==> src/rtl/usb3_lfps_pkg.sv <==
// Shared encodings and default timing for the USB3 LFPS transmitter.
// Times are local_clk cycles at 125 MHz.
package usb3_lfps_pkg;

  typedef enum logic [1:0] {
    LFPS_POLL   = 2'd0,
    LFPS_PING   = 2'd1,
    LFPS_WRESET = 2'd2,
    LFPS_UEXIT  = 2'd3
  } lfps_cmd_e;

  typedef enum logic [1:0] {
    ST_IDLE  = 2'd0,
    ST_BURST = 2'd1,
    ST_GAP   = 2'd2
  } lfps_state_e;

  localparam int unsigned DEF_T_BURST_POLL  = 125;
  localparam int unsigned DEF_T_REPEAT_POLL = 1250;
  localparam int unsigned DEF_T_BURST_PING  = 13;
  localparam int unsigned DEF_T_RESET       = 10000000;
  localparam int unsigned DEF_T_UEXIT_MIN   = 80;
  localparam int unsigned DEF_T_UEXIT_TO    = 250000;
  localparam int unsigned DEF_CNT_W         = 24;

  function automatic logic [7:0] sat_inc8(input logic [7:0] v);
    return (v == 8'hFF) ? v : v + 8'd1;
  endfunction

endpackage

==> src/rtl/usb3_sync2.sv <==
// Two-flop single-bit synchroniser; the input is a level from another clock domain.
module usb3_sync2 (
  input  logic local_clk,
  input  logic reset,
  input  logic d,
  output logic q
);

  logic meta;

  always_ff @(posedge local_clk) begin
    if (reset) begin
      meta <= 1'b0;
      q    <= 1'b0;
    end else begin
      meta <= d;
      q    <= meta;
    end
  end

endmodule

==> src/rtl/usb3_lfps_tx.sv <==
// LFPS burst generator driving the PIPE tx_elecidle/tx_oneszeros pair for
// Polling.LFPS, Ping, Warm Reset and U-state exit signalling.
module usb3_lfps_tx
  import usb3_lfps_pkg::*;
#(
  parameter int unsigned T_BURST_POLL  = DEF_T_BURST_POLL,
  parameter int unsigned T_REPEAT_POLL = DEF_T_REPEAT_POLL,
  parameter int unsigned T_BURST_PING  = DEF_T_BURST_PING,
  parameter int unsigned T_RESET       = DEF_T_RESET,
  parameter int unsigned T_UEXIT_MIN   = DEF_T_UEXIT_MIN,
  parameter int unsigned T_UEXIT_TO    = DEF_T_UEXIT_TO,
  parameter int unsigned CNT_W         = DEF_CNT_W
) (
  input  logic       local_clk,
  input  logic       reset,
  input  logic       cmd_valid,
  input  logic [1:0] cmd_type,
  output logic       cmd_ready,
  input  logic       cmd_stop,
  input  logic       partner_lfps,
  output logic       tx_elecidle,
  output logic       tx_oneszeros,
  output logic       busy,
  output logic       done,
  output logic       timeout,
  output logic [7:0] burst_count
);

  // Terminal timer values: a phase of N cycles ends while the timer reads N-1.
  localparam logic [CNT_W-1:0] POLL_LAST  = CNT_W'(T_BURST_POLL - 1);
  localparam logic [CNT_W-1:0] GAP_LAST   = CNT_W'(T_REPEAT_POLL - T_BURST_POLL - 1);
  localparam logic [CNT_W-1:0] PING_LAST  = CNT_W'(T_BURST_PING - 1);
  localparam logic [CNT_W-1:0] RESET_LAST = CNT_W'(T_RESET - 1);
  localparam logic [CNT_W-1:0] UEXIT_MIN  = CNT_W'(T_UEXIT_MIN);
  localparam logic [CNT_W-1:0] UEXIT_LAST = CNT_W'(T_UEXIT_TO - 1);

  lfps_state_e      state;
  lfps_cmd_e        cmd_q;
  logic [CNT_W-1:0] timer;
  logic             stop_pend;
  logic             partner_sync;
  logic             accept;
  logic             poll_last;
  logic             fin_ok;
  logic             fin_to;

  usb3_sync2 u_partner_sync (
    .local_clk (local_clk),
    .reset     (reset),
    .d         (partner_lfps),
    .q         (partner_sync)
  );

  assign accept    = cmd_valid & cmd_ready;
  assign poll_last = (timer == POLL_LAST);

  // Burst termination for the latched command; a POLL burst that ends without a stop goes to GAP.
  // NOTE: every variable assigned in always_comb gets a default first so no latch is inferred.
  always_comb begin
    fin_ok = 1'b0;
    fin_to = 1'b0;
    case (cmd_q)
      LFPS_POLL:   fin_ok = poll_last && (stop_pend || cmd_stop);
      LFPS_PING:   fin_ok = (timer == PING_LAST);
      LFPS_WRESET: fin_ok = cmd_stop || (timer == RESET_LAST);
      LFPS_UEXIT: begin
        fin_ok = partner_sync && (timer >= UEXIT_MIN);
        fin_to = !fin_ok && (timer == UEXIT_LAST);
      end
    endcase
  end

  // NOTE: sequential state uses non-blocking assignments; later assignments in the block override defaults.
  always_ff @(posedge local_clk) begin
    if (reset) begin
      state        <= ST_IDLE;
      cmd_q        <= LFPS_POLL;
      timer        <= '0;
      stop_pend    <= 1'b0;
      tx_elecidle  <= 1'b1;
      tx_oneszeros <= 1'b0;
      cmd_ready    <= 1'b1;
      busy         <= 1'b0;
      done         <= 1'b0;
      timeout      <= 1'b0;
      burst_count  <= '0;
    end else begin
      done    <= 1'b0;
      timeout <= 1'b0;
      timer   <= timer + CNT_W'(1);

      case (state)
        ST_IDLE: begin
          timer <= '0;
          if (accept) begin
            state        <= ST_BURST;
            cmd_q        <= lfps_cmd_e'(cmd_type);
            burst_count  <= '0;
            stop_pend    <= 1'b0;
            tx_elecidle  <= 1'b0;
            tx_oneszeros <= 1'b1;
            cmd_ready    <= 1'b0;
            busy         <= 1'b1;
          end
        end

        ST_BURST: begin
          // A POLL stop during a burst is remembered so the burst still runs to full length.
          if (cmd_q == LFPS_POLL && cmd_stop) begin
            stop_pend <= 1'b1;
          end
          if (cmd_q == LFPS_POLL && poll_last) begin
            burst_count <= sat_inc8(burst_count);
          end
          if (fin_ok || fin_to) begin
            state        <= ST_IDLE;
            timer        <= '0;
            tx_elecidle  <= 1'b1;
            tx_oneszeros <= 1'b0;
            cmd_ready    <= 1'b1;
            busy         <= 1'b0;
            done         <= fin_ok;
            timeout      <= fin_to;
          end else if (cmd_q == LFPS_POLL && poll_last) begin
            state        <= ST_GAP;
            timer        <= '0;
            tx_elecidle  <= 1'b1;
            tx_oneszeros <= 1'b0;
          end
        end

        ST_GAP: begin
          if (cmd_stop) begin
            state        <= ST_IDLE;
            timer        <= '0;
            tx_elecidle  <= 1'b1;
            tx_oneszeros <= 1'b0;
            cmd_ready    <= 1'b1;
            busy         <= 1'b0;
            done         <= 1'b1;
          end else if (timer == GAP_LAST) begin
            state        <= ST_BURST;
            timer        <= '0;
            tx_elecidle  <= 1'b0;
            tx_oneszeros <= 1'b1;
          end
        end

        default: begin
          state        <= ST_IDLE;
          timer        <= '0;
          tx_elecidle  <= 1'b1;
          tx_oneszeros <= 1'b0;
          cmd_ready    <= 1'b1;
          busy         <= 1'b0;
        end
      endcase
    end
  end

endmodule

==> config.mk <==
export PLATFORM = sky130hd
export DESIGN_NAME = usb3_lfps_tx
export DESIGN_NICKNAME = d
export VERILOG_FILES = /design/src/rtl/usb3_lfps_pkg.sv /design/src/rtl/usb3_sync2.sv /design/src/rtl/usb3_lfps_tx.sv
export SDC_FILE = /design/constraint.sdc
export NUM_CORES = 1
export LEC_CHECK = 0
export CAP_MARGIN = 40
export CORE_UTILIZATION = 33
export CTS_CLUSTER_SIZE = 20
export DETAILED_ROUTE_END_ITERATION = 8
export PLACE_DENSITY = 0.55
export SETUP_SLACK_MARGIN = 0.1
export SLEW_MARGIN = 30
export SYNTH_ARGS = -nofsm -noshare
export SYNTH_HDL_FRONTEND = slang
export SYNTH_SLANG_ARGS = --single-unit
==> constraint.sdc <==
create_clock -name local_clk -period 3 [get_ports local_clk]
set_input_delay 0.45 -clock local_clk [delete_from_list [all_inputs] [get_ports local_clk]]
set_output_delay 0.45 -clock local_clk [all_outputs]
set_load 0.05 [all_outputs]
==> flow_summary.toml <==
[outcome]
run_status = "finished, final reports clean"

[setup_path]
crit_path_cell_trace = "or4b_4, or4_4, a2111oi_4, a311oi_2, nand3_2, a211o_2, buf_12, nor2_1"
slowest_library_cell_on_the_worst_path = "or4b_4"
criticalPathCategory = "flip-flop to flip-flop"
crit_path_max_fanout = 17
timing.critical_path.slowest_cell_delay_ns = 0.57
worst_ep_required_time_ns = 3.19
crit_path_start_kind = "flip-flop"
worst-path-buf-inv = 1
timing.critical_path.to_type = "flip-flop"
cp_top_family = "simple AND/OR/NAND/NOR gates"
worst-endpoint-arrival_ns = 2.93

[drt]
post_drt_wl_per_cell_um = 12.7
dr.max_layer_used = "met4"
vias_per_cell = 5.01
met1_length_um = 2500
drtIter0Drc = 108
drt-pass1-iter-count = 4
wirelength_um = 4760
drtAntennaViolNets = 0
wl_met2_um = 2060
post-route-drc-count = 0
detailroute.via_count = 1879
met3WireLength_um = 166

[placed_design]
hpwlAfterDp_um = 3590
finalWeightedCongestion = 0.833
io_buffer_count = 20

[run]
max_cap_violations = 0

[grt]
maximum_number_of_pins_on_one_net_before_global_route_repair = 18
global_route.usage.total = 0.144
grt_pass1_vias = 1810
grt-ovfl-total = 0
antenna_found_initial = 0
grt_pass1_wl_um = 8430

[synth]
ys_async_sr_fraction = 0
postSynthCellCount = 266
dominant_combinational_cell_family_by_area_after_synthesis = "simple AND/OR/NAND/NOR gates"
yosys.cell_types.count = 48
synth_area_sq_um = 2280
synth_flop_cell = "dfxtp_1"
synth-adder-area-share = 0.0383
synth_seq_area_share = 0.394
postSynthAreaPerCell_sq_um = 8.59
yosys-mux-area-fraction = 0.0175
synth_edf_count = 0
syn_nets = 280
synth-seq-cells = 45
yosysWarningCount = 0
synth-compound-area-share = 0.0969
synthXorXnorAreaFrac = 0.107
synth_simple_gate_area_frac = 0.309

[final_layout]
share_of_cells_above_drive_strength_1 = 0.101
layout_common_cells = "nor2_1, dfxtp_1, nand2_1"
signed_area_change_from_the_synthesized_netlist_to_the_final_layout_pct = 19.9
num_antenna_cells = 0
final_nets = 311
mostFrequentLayoutCell = "nor2_1"

[clocking]
clk_pin_slew_worst_paths_ns = 0.09
cts_tree = "yes"
cts.sinks = 45
ctsRootBufferMaster = "clkbuf_8"
post_cts_resize_count = 0
cts_setup_buffers = 0
cts_max_level = 2
cts_buffers = 5
cts-root-to-sink-buffers = 2
cts-hold-fix-buffers = 0
clock_latency_ns = 0.29

[sta]
timing.fmax_mhz = 365
final_period_minus_worst_setup_slack_ns = 2.74
final-setup-viol-count = 0
timing.slew.headroom = 0.641
timing_max_transition_violations_final = 0
layout_worst_path_cycle_share = 0.914
skew_ns = 0.00680
timing.setup.tns_ns = 0
worst_hold_slack_ns = 0.440
hold_viol = 0
max_slew.worst_pin.slew_ns = 0.538
grt_setup_unrepaired = "no"

[die]
top_level_ports = 21
coreArea_sq_um = 6530
die_y_um = 85.2
die_area_sq_um = 7260
core.rowCount = 29
fp.dieW_um = 85.2
initial_core_utilization = 0.350

[min_path]
hold_path_class = "flip-flop to flip-flop"

[power]
p_per_area_nw_per_um2 = 604
max_rail_drop_vdd_uv = 224
p_leak_nw = 0.996
## per-stage QoR
stage | instance area (sq um) | util | power, mW | cells | setup slack [ns]
floorplan | 2280 | - | 1.06 | 266 | 0.461
global placement | 2620 | 0.402 | 1.21 | 367 | 0.304
detailed placement | 2620 | 0.402 | 1.21 | 367 | 0.281
CTS | 2740 | 0.419 | 1.68 | 375 | 0.249
global route | 2740 | 0.419 | 1.76 | 375 | 0.134
finish | 2740 | 0.419 | 1.65 | 375 | 0.257
## layout make-up
type,instances,area [sq um]
Fill cell,674,3790
Sequential cell,45,901
Clock inverter,3,46.3
Multi-Input combinational cell,205,1300
Clock buffer,5,68.8
Inverter,10,37.5
Timing Repair Buffer,30,288
Tap cell,77,96.3
## power breakdown
part,total [mW],internal (mW),switching [mW]
clock network,0.460,0.249,0.211
logic,0.514,0.192,0.321
registers,0.680,0.644,0.0361
## worst register-to-register path, delay by kind of cell, from the launching register on
family,cells,cell delay [ns]
AOI/OAI and AO/OA,3,0.75
DFF,1,0.38
buffers and inverters,1,0.18
and+or+nand+nor,4,1.34
## sequential cells by signal, summed over array words and instances, names as in the netlist
name                 count
timer                   24
stop_pend                1
timeout                  1
busy                     1
done                     1
cmd_q                    2
state                    2
tx_oneszeros             1
cmd_ready                1
burst_count              8
tx_elecidle              1
u_partner_sync.q         1
u_partner_sync.meta      1
## cells by family after synthesis
group                      Yosys count
buffers and inverters               16
and+or+nand+nor                    140
DFF                                 45
muxes                                4
adders and majority gates            7
AOI/OAI and AO/OA                   26
xor gates and xnor gates            28
## cell usage after synthesis, drive strengths merged, types with 5 or more instances
| cell type | count | share of area |
|---|---|---|
| nand4 | 8 | 0.022 |
| xor2 | 16 | 0.061 |
| a21oi | 5 | 0.011 |
| nand3 | 17 | 0.039 |
| dfxtp | 45 | 0.39 |
| inv | 10 | 0.016 |
| and3 | 8 | 0.022 |
| ha | 7 | 0.038 |
| nor3 | 6 | 0.013 |
| xnor2 | 12 | 0.046 |
| nor2 | 52 | 0.085 |
| nand2 | 22 | 0.036 |
## layer usage
layer,vias up,GRT usage
met3,2,0.0302
li1,983,-
met4,0,0.0354
met2,27,0.219
met1,867,0.206
met5,-,0
## final timing paths
check	start	to	slack [ns]	cells after the start
setup reg to reg	timer[6]	timer[2]	0.26	8
hold / removal	u_partner_sync.meta	u_partner_sync.q	0.44	1
setup / recovery	timer[6]	timer[2]	0.26	8
hold reg to reg	u_partner_sync.meta	u_partner_sync.q	0.44	1
(Power assumes the default switching activity.)
